`src/rtl/branch_pc_unit_if.sv`:
```
// Interface between the decode/compare stage and the PC/branch-resolution unit.
// The master drives the decoded control instruction and the comparator answer.
// The slave returns the fetch PC, the flush and branch-taken pulses, and the taken counter.
interface branch_pc_unit_if #(
    parameter int CNT_W = 16
);
    logic             stall;
    logic             instr_valid;
    logic [31:0]      instr_pc;
    logic             is_beq;
    logic             is_bne;
    logic             is_jump;
    logic             equal;
    logic [15:0]      imm16;
    logic [25:0]      jtarget26;
    logic [31:0]      pc;
    logic             flush;
    logic             branch_taken;
    logic [CNT_W-1:0] taken_count;

    modport master (
        output stall, instr_valid, instr_pc, is_beq, is_bne, is_jump,
               equal, imm16, jtarget26,
        input  pc, flush, branch_taken, taken_count
    );

    modport slave (
        input  stall, instr_valid, instr_pc, is_beq, is_bne, is_jump,
               equal, imm16, jtarget26,
        output pc, flush, branch_taken, taken_count
    );
endinterface

```
`src/rtl/branch_pc_unit.sv`:
```
// Program counter and branch resolution.
// Holds the architectural PC, chooses PC+4 / branch target / jump target,
// squashes wrong-path slots for FLUSH_CYCLES cycles after every taken transfer,
// and keeps a saturating count of taken transfers.
// FLUSH_CYCLES must lie in 1..3; the flush counter is two bits wide.
module branch_pc_unit #(
    parameter logic [31:0] RESET_PC     = 32'h0000_0000,
    parameter int          FLUSH_CYCLES = 1,
    parameter int          CNT_W        = 16
) (
    input  logic              clk,
    input  logic              rst_n,
    branch_pc_unit_if.slave   bus
);
    typedef enum logic [1:0] {
        BOOT  = 2'd0,
        RUN   = 2'd1,
        FLUSH = 2'd2
    } state_t;

    localparam logic [1:0] FLUSH_LAST = 2'(FLUSH_CYCLES - 1);

    state_t             state;
    state_t             state_next;
    logic [31:0]        pc_cur;
    logic [31:0]        pc_next;
    logic [1:0]         fcnt;
    logic [1:0]         fcnt_next;
    logic               taken_cur;
    logic               taken_next;
    logic [CNT_W-1:0]   count_cur;
    logic [CNT_W-1:0]   count_next;

    logic [31:0]        pc_plus4;
    logic [31:0]        instr_pc_plus4;
    logic [31:0]        branch_off;
    logic [31:0]        branch_target;
    logic [31:0]        jump_target;
    logic               take;
    logic [31:0]        take_target;

    assign pc_plus4       = pc_cur + 32'd4;
    assign instr_pc_plus4 = bus.instr_pc + 32'd4;
    assign branch_off     = {{14{bus.imm16[15]}}, bus.imm16, 2'b00};
    assign branch_target  = instr_pc_plus4 + branch_off;
    assign jump_target    = {instr_pc_plus4[31:28], bus.jtarget26, 2'b00};

    // Taken decision with jump > beq > bne priority; target wraps modulo 2^32.
    always_comb begin
        take        = 1'b0;
        take_target = pc_plus4;
        if (bus.is_jump) begin
            take        = 1'b1;
            take_target = jump_target;
        end else if (bus.is_beq && bus.equal) begin
            take        = 1'b1;
            take_target = branch_target;
        end else if (bus.is_bne && !bus.equal) begin
            take        = 1'b1;
            take_target = branch_target;
        end
    end

    // Next-state and next-register values; a stalled cycle leaves everything as is.
    always_comb begin
        state_next = state;
        pc_next    = pc_cur;
        fcnt_next  = fcnt;
        taken_next = taken_cur;
        count_next = count_cur;
        if (!bus.stall) begin
            taken_next = 1'b0;
            case (state)
                BOOT: begin
                    state_next = RUN;
                end
                RUN: begin
                    pc_next = pc_plus4;
                    if (bus.instr_valid && take) begin
                        pc_next    = take_target;
                        taken_next = 1'b1;
                        state_next = FLUSH;
                        fcnt_next  = 2'd0;
                        if (count_cur != {CNT_W{1'b1}}) begin
                            count_next = count_cur + 1'b1;
                        end
                    end
                end
                FLUSH: begin
                    // Wrong-path slots keep advancing sequentially behind the target.
                    pc_next = pc_plus4;
                    if (fcnt == FLUSH_LAST) begin
                        fcnt_next  = 2'd0;
                        state_next = RUN;
                    end else begin
                        fcnt_next = fcnt + 2'd1;
                    end
                end
                default: begin
                    state_next = BOOT;
                    fcnt_next  = 2'd0;
                end
            endcase
        end
    end

    // State register; async reset drops flush immediately because flush decodes state.
    always_ff @(posedge clk or negedge rst_n) begin
        if (!rst_n) begin
            state     <= BOOT;
            pc_cur    <= RESET_PC;
            fcnt      <= 2'd0;
            taken_cur <= 1'b0;
            count_cur <= '0;
        end else begin
            state     <= state_next;
            pc_cur    <= pc_next;
            fcnt      <= fcnt_next;
            taken_cur <= taken_next;
            count_cur <= count_next;
        end
    end

    assign bus.pc           = pc_cur;
    assign bus.flush        = (state == FLUSH);
    assign bus.branch_taken = taken_cur;
    assign bus.taken_count  = count_cur;
endmodule

```
`src/flat_wrapper.sv`:
```
// flat-port wrapper written by rule: the top's interface ports become plain ports
module branch_pc_unit_flat 
#(
    parameter logic [31:0] RESET_PC     = 32'h0000_0000,
    parameter int          FLUSH_CYCLES = 1,
    parameter int          CNT_W        = 16
)
  (clk, rst_n, bus_stall, bus_instr_valid, bus_instr_pc, bus_is_beq, bus_is_bne, bus_is_jump, bus_equal, bus_imm16, bus_jtarget26, bus_pc, bus_flush, bus_branch_taken, bus_taken_count);
  branch_pc_unit_if #(.CNT_W(CNT_W)) bus_i ();
  input  logic clk;
  input  logic rst_n;
  input wire logic [$bits(bus_i.stall)-1:0] bus_stall;
  input wire logic [$bits(bus_i.instr_valid)-1:0] bus_instr_valid;
  input wire logic [$bits(bus_i.instr_pc)-1:0] bus_instr_pc;
  input wire logic [$bits(bus_i.is_beq)-1:0] bus_is_beq;
  input wire logic [$bits(bus_i.is_bne)-1:0] bus_is_bne;
  input wire logic [$bits(bus_i.is_jump)-1:0] bus_is_jump;
  input wire logic [$bits(bus_i.equal)-1:0] bus_equal;
  input wire logic [$bits(bus_i.imm16)-1:0] bus_imm16;
  input wire logic [$bits(bus_i.jtarget26)-1:0] bus_jtarget26;
  output wire logic [$bits(bus_i.pc)-1:0] bus_pc;
  output wire logic [$bits(bus_i.flush)-1:0] bus_flush;
  output wire logic [$bits(bus_i.branch_taken)-1:0] bus_branch_taken;
  output wire logic [$bits(bus_i.taken_count)-1:0] bus_taken_count;
  assign bus_i.stall = bus_stall;
  assign bus_i.instr_valid = bus_instr_valid;
  assign bus_i.instr_pc = bus_instr_pc;
  assign bus_i.is_beq = bus_is_beq;
  assign bus_i.is_bne = bus_is_bne;
  assign bus_i.is_jump = bus_is_jump;
  assign bus_i.equal = bus_equal;
  assign bus_i.imm16 = bus_imm16;
  assign bus_i.jtarget26 = bus_jtarget26;
  assign bus_pc = bus_i.pc;
  assign bus_flush = bus_i.flush;
  assign bus_branch_taken = bus_i.branch_taken;
  assign bus_taken_count = bus_i.taken_count;
  branch_pc_unit #(.RESET_PC(RESET_PC), .FLUSH_CYCLES(FLUSH_CYCLES), .CNT_W(CNT_W)) u_core (.clk(clk), .rst_n(rst_n), .bus(bus_i));
endmodule
```
`config.mk`:
```
export PLATFORM = sky130hd
export DESIGN_NAME = branch_pc_unit_flat
export DESIGN_NICKNAME = d
export VERILOG_FILES = /design/src/rtl/branch_pc_unit_if.sv /design/src/rtl/branch_pc_unit.sv /design/src/flat_wrapper.sv
export SDC_FILE = /design/constraint.sdc
export NUM_CORES = 1
export LEC_CHECK = 0
export BUFFER_PORTS_ARGS = -buffer_cell sky130_fd_sc_hd__buf_4
export CAP_MARGIN = 20
export CORE_ASPECT_RATIO = 0.9
export CORE_MARGIN = 1
export CORE_UTILIZATION = 45
export DETAILED_ROUTE_END_ITERATION = 8
export PLACE_DENSITY = 0.81
export SLEW_MARGIN = 20
export SYNTH_ARGS = -nofsm -noshare
export SYNTH_HDL_FRONTEND = slang
export SYNTH_SLANG_ARGS = --single-unit
```
`constraint.sdc`:
```
create_clock -name clk -period 2.5 [get_ports clk]
set_clock_uncertainty 0.15 [all_clocks]
set_input_delay 0.625 -clock clk [delete_from_list [all_inputs] [get_ports clk]]
set_output_delay 0.625 -clock clk [all_outputs]
set_load 0.02 [all_outputs]
```
After elaboration in Yosys (flattened, before gate mapping)
Cells that the tools add are included.
- output and inout bits: 50
- input bits: 82
- flip-flop bits (word level): 53
- word-level logic and storage cells: 44
- bitwise logic cells: 2
- mux-type cells: 16
- equal/unequal tests: 5
- $add $sub $neg: 5
- reductions and logical operators: 11
- operators with widths (operator ; number):
    32-bit two-way mux ; 4
    32-bit by 3-bit adder with 32-bit output (second input constant) ; 2
    32-bit one-hot mux with 2 select lines ; 1
    32-bit adder ; 1
    16-bit by 1-bit adder with 16-bit output (second input constant) ; 1
    16-bit != test (second input constant) ; 1
    2-bit one-hot mux with 3 select lines ; 2
    2-bit two-way mux ; 4
    3-bit AND reduction ; 2
    1-bit two-way mux ; 5
    2-bit zero test ; 2
    2-bit by 1-bit != test with 1-bit output (second input constant) ; 2
    4-bit AND reduction ; 1
    1-bit logical AND ; 3
    2-bit by 1-bit adder with 2-bit output (second input constant) ; 1
    2-bit by 1-bit equality test with 1-bit output (second input constant) ; 1
    2-bit equality test (second input constant) ; 1
    1-bit inverter ; 2
    2-bit AND reduction ; 1
    2-bit nonzero test ; 1
    1-bit zero test ; 1

Longest topological paths before layout
Gate-level depths: netlist of the first run.
- depth after elaboration: 8
- gate-level depth with buffers: 15
- depth with buffers taken out: 15

Worst setup path before layout of the first run
Ideal clock, no wire load.
- path type: input to register
- from: input port bus_instr_pc[3]
- to: register u_core.pc_cur[31] (netlist: u_core.bus.pc[31])
- setup time: 0.067 ns
- path slack: -1.264 ns
- data required time: 2.283 ns
- cell stages on the path: 12
- path buffers: 0
- data arrival time: 3.547 ns
- path through: and4_1 -> nor4b_1 -> nand4_1 -> xnor2_1 -> ha_1 -> nand4_1 -> a2111oi_0 -> o21ai_1 -> o211ai_1 -> a31oi_1 -> a2111oi_2 -> nand2b_1
- cells in the longest elaborated chain, start to end: 7
- ends and longest elaborated chain (item ; line ; RTL):
    start, declared ; flat_wrapper.sv:14 ; input wire logic [$bits(bus_i.instr_pc)-1:0] bus_instr_pc;
    32-bit by 3-bit adder with 32-bit output * ; branch_pc_unit.sv:43 ; assign instr_pc_plus4 = bus.instr_pc + 32'd4;
    32-bit adder ; branch_pc_unit.sv:45 ; assign branch_target = instr_pc_plus4 + branch_off;
    32-bit two-way mux ; branch_pc_unit.sv:58 ; end else if (bus.is_bne && !bus.equal) begin
    32-bit two-way mux ; branch_pc_unit.sv:55 ; end else if (bus.is_beq && bus.equal) begin
    32-bit two-way mux * ; branch_pc_unit.sv:52 ; if (bus.is_jump) begin
    32-bit two-way mux * ; branch_pc_unit.sv:79 ; if (bus.instr_valid && take) begin
    32-bit one-hot mux with 2 select lines * ; branch_pc_unit.sv:73 ; case (state)
    end signal, assigned ; branch_pc_unit.sv:117 ; pc_cur <= pc_next;
    end, declared ; branch_pc_unit.sv:25 ; logic [31:0] pc_cur;
Mark *: on every way between the ends. The rest lies on a longest branch, timed or not.
A chain may end at the register's enable or synchronous reset.

Worst setup path in the final report of the first run
- from: input port bus_instr_pc[8]
- to: register u_core.pc_cur[31] (netlist: u_core.bus.pc[31])
The elaborated chain is that of the path after synthesis.

==> flow_summary.yaml, run 1 <==
outcome:
  status: "finished with violations"
  violations: "setup timing"
synthesis:
  ys_seq_elements: 53
  ys_seq_area_share_pct: 24.62
  netlist_top_cells_area: "dfrtp_1, ha_1, xnor2_1, a21oi_1, nand2_1"
  synthFlopType: "dfrtp_1"
  syn_area_per_cell_sq_um: 7.946
  ys_top_cells_by_count: "nand2_1, a21oi_1, nor2_1, dfrtp_1, ha_1"
  yosysWarnings: 0
  ys_types: 69
  syn_area_sq_um: 5388
  synth.top_cell.area_share_pct: 24.62
  synth-async-reset-ratio_pct: 100.0
  yosys.area.top_type: "dfrtp_1"
  synth_nets: 803
  synth_edf_count: 0
  synth.most_common_cell: "nand2_1"
  syn_inst: 678
final_layout:
  multi_input_comb_area_sq_um: 4633
  antenna_cells: 0
  n_fill_cell: 623
  post-route-util_pct: 79.94
  nets: 1146
  seq_area_sq_um: 1326
  synthToLayoutAreaGrowth_pct: 71.04
  drive_gt1_share_pct: 47.06
worst_setup_path:
  path_class: "input pin to register"
  startpoint_type: "input pin"
  worstPathArrival_ns: 4.80
  end_kind: "register"
  reg2reg_from: "u_core.bus.pc[3]$_DFFE_PN0P_"
  ff2ff_path_depth: 8
  crit_required_ns: 2.58
  cp_max_fo: 5
  critPathLaunch: "bus_instr_pc[8]"
timing:
  slew_headroom_pct: 43.79
  fmax_ghz: 0.2116
  fin_crit_ns: 4.725
  tightest_slew_ns: 0.8368
  hold_viol: 0
  maxSlewViolCount: 0
  setup_violations: 27
  rsz0062_at_grt: "true"
  post-route-period-util_pct: 189.0
  setup_ws_ns: -2.225
flow_run:
  cap_violations: 0
power_and_ir_drop:
  powerDensity_nw_per_um2: 669.5
  total_power_w: 0.006170
  ir_drop_mv: 0.3497
  leakage_nw: 4.262
die:
  rows: 37
  start_util_pct: 46.74
  die_area_sq_um: 12420
  coreArea_sq_um: 11530
  chipHeight_um: 105.8
  die_w_um: 117.3
  io_pins: 132
route:
  viasPerCell: 6.699
  drcViolationCount: 0
  vias: 7891
  drt-wirelength-per-cell_um: 23.05
  first_pass_iters: 9
  ant_nets: 0
  routed_wl_mm: 27.15
  first_iter_violations: 1011
global_routing:
  grt_pass1_vias: 7075
  grt_pass1_wl_mm: 34.09
  overflow: 0
  grt_usage_pct: 33.96
  grt_max_degree: 54
  antenna_found_initial: 2
clock_network:
  path_clk_slew_ns: 0.07
  cts.hold.buffers_added: 0
  htree_levels: 2
  insertion_delay_ns: 0.29
  cts_tree: "built"
  numCtsBuffers: 5
  ctsLongestPathBuffers: 2
  cts_sinks: 53
  clock_tree.root_cell: "clkbuf_16"
placement:
  place.gp.congestion: 0.9010
  place_hpwl_mm: 14.60
  portBuffers: 131
worst_hold_path:
  hp-class: "input pin to async pin"
==> worst max-delay path, stage by stage <==
cell	delay, ns
buf_6	0.07
and4_1	0.23
nand4_1	0.20
nor4_2	0.21
buf_4	0.17
buf_4	0.11
nand2_1	0.06
xnor2_1	0.12
ha_1	0.28
nor3_1	0.72
o21ai_0	0.37
buf_4	0.27
a32oi_1	0.24
o211ai_1	0.27
a21o_1	0.28
a2111oi_2	0.40
nand2b_1	0.17
==> timing repair <==
item / in CTS / in global routing
setup buffers: 21 / 19
gates resized for setup: 88 / 61
setup endpoints to repair: 27 / 27
pin swaps: 61 / 55
==> cell usage in the layout (no fill, tap or decap), types with 5 or more instances in the layout <==
master     count
a211oi_1       6
a21o_1        20
a21oi_1       52
a21oi_2       11
a221oi_2      11
a31oi_1        9
and2_1         5
and3_1        11
and4_1        10
buf_4        324
buf_6         30
clkbuf_16      5
dfrtp_1       53
ha_1          34
ha_4           5
inv_1         18
nand2_1       60
nand2b_1       8
nand3_1       29
nand4_1       23
nor2_1        55
nor3_1        10
o211ai_1       6
o21ai_0       18
o21ai_1        8
o21ai_2        6
o22a_1         6
xnor2_1       37
xor2_1        16
==> per-layer routing <==
layer	global-route usage, %	wire, um	vias up
met3	6.764	3265	293
li1	-	-	3246
met4	18.37	2832	2
met1	40.49	9313	3578
met5	0	13	-
met2	57.57	11730	772
==> area by class of cell <==
type / count / share of cell area (%)
Inverter: 20 / 0.8418
Tap cell: 156 / 2.118
Clock inverter: 1 / 0.05431
Sequential cell: 53 / 14.39
Timing Repair Buffer: 357 / 30.66
Multi-Input combinational cell: 584 / 50.28
Clock buffer: 7 / 1.656
==> report_power, final <==
group	switching [W]	leakage, nW	internal, W
clock network	0.000314	0.0799	0.000425
registers	0.000287	0.657	0.00116
logic	0.00223	3.52	0.00175
total	0.00283	4.26	0.00334
==> through the flow <==
stage               std cells  area, sq um  setup TNS [ns]  setup slack (ns)  hold WS, ns
detailed placement       1135         8098          -27.34            -1.551       0.3238
finish                   1178         9215          -30.64            -2.225       0.2199
floorplan                 678         5559          -14.05            -1.154       0.1794
CTS                      1163         8783          -15.67            -1.028       0.2478
global placement         1135         8098          -25.03            -1.342       0.3078
global route             1178         9215          -31.83            -2.201       0.2801
==> state kept, by name, indices dropped and copies added, names as in the netlist <==
name	count
u_core.fcnt	2
u_core.bus.pc	32
u_core.bus.branch_taken	1
u_core.bus.taken_count	16
u_core.state	2
==> final timing paths <==
kind | slack (ns) | endpoint
setup / recovery | -2.23 | u_core.bus.pc[31]$_DFFE_PN0P_
hold / removal | 0.22 | u_core.bus.taken_count[3]$_DFFE_PN0P_
setup reg to reg | -0.21 | u_core.bus.pc[31]$_DFFE_PN0P_
hold reg to reg | 0.34 | u_core.bus.taken_count[9]$_DFFE_PN0P_
max in group asynchronous | 1.50 | u_core.fcnt[1]$_DFFE_PN0P_
min in group clk | 0.34 | u_core.bus.taken_count[9]$_DFFE_PN0P_
==> kinds of logic (layout without fill, tap and decap cells) <==
group	count (synthesis)	after routing	share of synthesized area, %
AND/OR/NAND/NOR	260	260	25.01
AO/OA/AOI/OAI	219	219	27.13
XOR/XNOR	58	58	9.429
flip-flops	53	53	24.62
adder cells (fa/ha/maj)	43	43	10.13
buffers and inverters	41	385	2.880
multiplexers	4	4	0.8128
Note: power is estimated with default switching activity, not from simulation.
==> run 2, diff against run 1 <==
==> constraint.sdc (replaced) <==
create_clock -name clk -period 3.8 [get_ports clk]
set_clock_uncertainty 0.15 [all_clocks]
set_input_delay 0.95 -clock clk [delete_from_list [all_inputs] [get_ports clk]]
set_output_delay 0.95 -clock clk [all_outputs]
set_load 0.02 [all_outputs]
==> flow_summary.yaml, run 2 (synthesis gave the netlist of run 1 again) <==
final_layout:
  final_common_cell: "buf_4"
  mostFrequentLayoutCells: "buf_4, nand2_1, nor2_1, a21oi_1, dfrtp_1"
  antenna_cells: 0
  drive_gt1_share_pct: 34.90
  post-route-util_pct: 68.40
  synthToLayoutAreaGrowth_pct: 46.35
  design_area_sq_um: 7885
  largest_register_ffs: 32
  nets: 1041
  instances_no_fill: 1073
route:
  viasPerCell: 5.904
  ant_nets: 0
  vias: 6335
  drt-wirelength-per-cell_um: 16.15
  routed_wl_mm: 17.33
  drcViolationCount: 0
  first_pass_iters: 6
  first_iter_violations: 534
timing:
  slew_headroom_pct: 55.48
  fin_crit_ns: 3.967
  setup_violations: 3
  setup_ws_ns: -0.1667
  rsz0062_at_grt: "true"
  hold_viol: 0
  fmax_ghz: 0.2521
  tightest_slew_ns: 0.6679
  post-route-period-util_pct: 104.4
  maxSlewViolCount: 0
die:
  start_util_pct: 46.74
  coreArea_sq_um: 11530
  die_w_um: 117.3
  io_pins: 132
  rows: 37
  die_area_sq_um: 12420
  chipHeight_um: 105.8
global_routing:
  grt_pass1_wl_mm: 27.97
  grt_usage_pct: 27.32
  grt_max_degree: 54
  grt_pass1_vias: 5859
  overflow: 0
  antenna_found_initial: 0
power_and_ir_drop:
  ir_drop_mv: 0.2188
  powerDensity_nw_per_um2: 456.7
  leakage_nw: 3.629
clock_network:
  numCtsBuffers: 5
  cts_tree: "built"
  insertion_delay_ns: 0.29
  cts_sinks: 53
  clock_tree.root_cell: "clkbuf_16"
  ctsLongestPathBuffers: 2
  cts.hold.buffers_added: 0
  htree_levels: 2
  path_clk_slew_ns: 0.07
worst_hold_path:
  holdPathStages: 2
  whs_endpoint: "u_core.bus.pc[0]$_DFFE_PN0P_"
  hp-class: "register to register"
  hold_start: "u_core.bus.pc[0]$_DFFE_PN0P_"
worst_setup_path:
  cpPeakStageDelay_ns: 0.38
  path_class: "input pin to register"
  path_delay_family: "compound AO/OA/AOI/OAI gates"
  r2r-end: "u_core.bus.pc[30]$_DFFE_PN0P_"
  crit_chain: "buf_6 -> and4_1 -> nand4_1 -> nor4_2 -> buf_4 -> buf_4 -> nand3_2 -> xnor2_1 -> ha_1 -> nand4_1 -> a2111oi_2 -> o21ai_2 -> o211ai_1 -> a31oi_2 -> a2111oi_4 -> nand2b_1"
  worstPathArrival_ns: 4.05
  end_kind: "register"
  critPathLaunch: "bus_instr_pc[7]"
  cp_slowest_cell: "a2111oi_4"
  rrSetupSlack_ns: 0.95
  cp_max_fo: 4
  crit_buf_inv: 3
  startpoint_type: "input pin"
  reg2reg_from: "u_core.bus.pc[2]$_DFFE_PN0P_"
  ff2ff_path_depth: 9
  cp_num_cells: 16
  crit_required_ns: 3.89
placement:
  place_inst: 1057
  place.gp.congestion: 0.9412
  place_area_sq_um: 7360
  place_hpwl_mm: 13.33
  portBuffers: 131
outcome:
  violations: "setup timing"
  status: "finished with violations"
flow_run:
  cap_violations: 0
==> run 2: per-stage QoR <==
stage	setup WS (ns)	power [W]	hold WS, ns	setup TNS [ns]
3_5_place_dp	-0.4542	0.002918	0.3149	-4.314
3_3_place_gp	-0.3623	0.002869	0.3037	-3.718
5_1_grt	-0.3540	0.003839	0.3694	-1.536
4_1_cts	-0.0003970	0.003518	0.3312	-0.0003970
6_report	-0.1667	0.003601	0.3330	-0.2896
2_1_floorplan	-0.1794	0.002095	0.3471	-0.3445
==> run 2: how the worst max path moves through the flow <==
stage	slack (ns)	end
after floorplan	-0.18	u_core.bus.pc[29]$_DFFE_PN0P_
after global placement	-0.36	u_core.bus.pc[31]$_DFFE_PN0P_
after detailed placement	-0.45	u_core.bus.pc[31]$_DFFE_PN0P_
after CTS	-0.0004	u_core.bus.pc[31]$_DFFE_PN0P_
after global routing	-0.35	u_core.bus.pc[31]$_DFFE_PN0P_
final	-0.17	u_core.bus.pc[31]$_DFFE_PN0P_
==> run 2: layout make-up <==
class                           instances  area (sq um)
Multi-Input combinational cell        584          4173
Clock buffer                            5         125.1
Timing Repair Buffer                  252          1923
Sequential cell                        53          1326
Inverter                               20         77.57
Fill cell                             891          3642
Clock inverter                          3         65.06
Tap cell                              156         195.2
==> run 2: report_power, final <==
group | internal, W | switching (W)
registers | 0.000766 | 0.000263
clock network | 0.000377 | 0.000208
logic | 0.000876 | 0.00111
==> run 2: per-layer routing <==
layer / vias up / wire length, um / track usage [%] / part of all wire (%)
li1: 3039 / - / - / -
met1: 2947 / 7455 / 37.28 / 43
met2: 313 / 8217 / 44.63 / 47
met3: 36 / 1210 / 3.301 / 7.0
met4: 0 / 443 / 9.091 / 2.6
met5: - / 0 / 0 / 0
==> run 2: worst register-to-register path, stage by stage (launching register included) <==
cell and delay (ns):
dfrtp_1 0.42, ha_1 0.25, nand4_1 0.20, or3_1 0.52
nor4_4 0.51, a21oi_1 0.12, o21ai_0 0.17, o31ai_1 0.12
a31oi_1 0.17, o211ai_1 0.10
==> run 2: timing repair <==
action,4_1_cts,5_1_grt
pin swaps,8,30
setup buffers,2,6
setup endpoints to repair,5,15
gates resized for setup,15,47
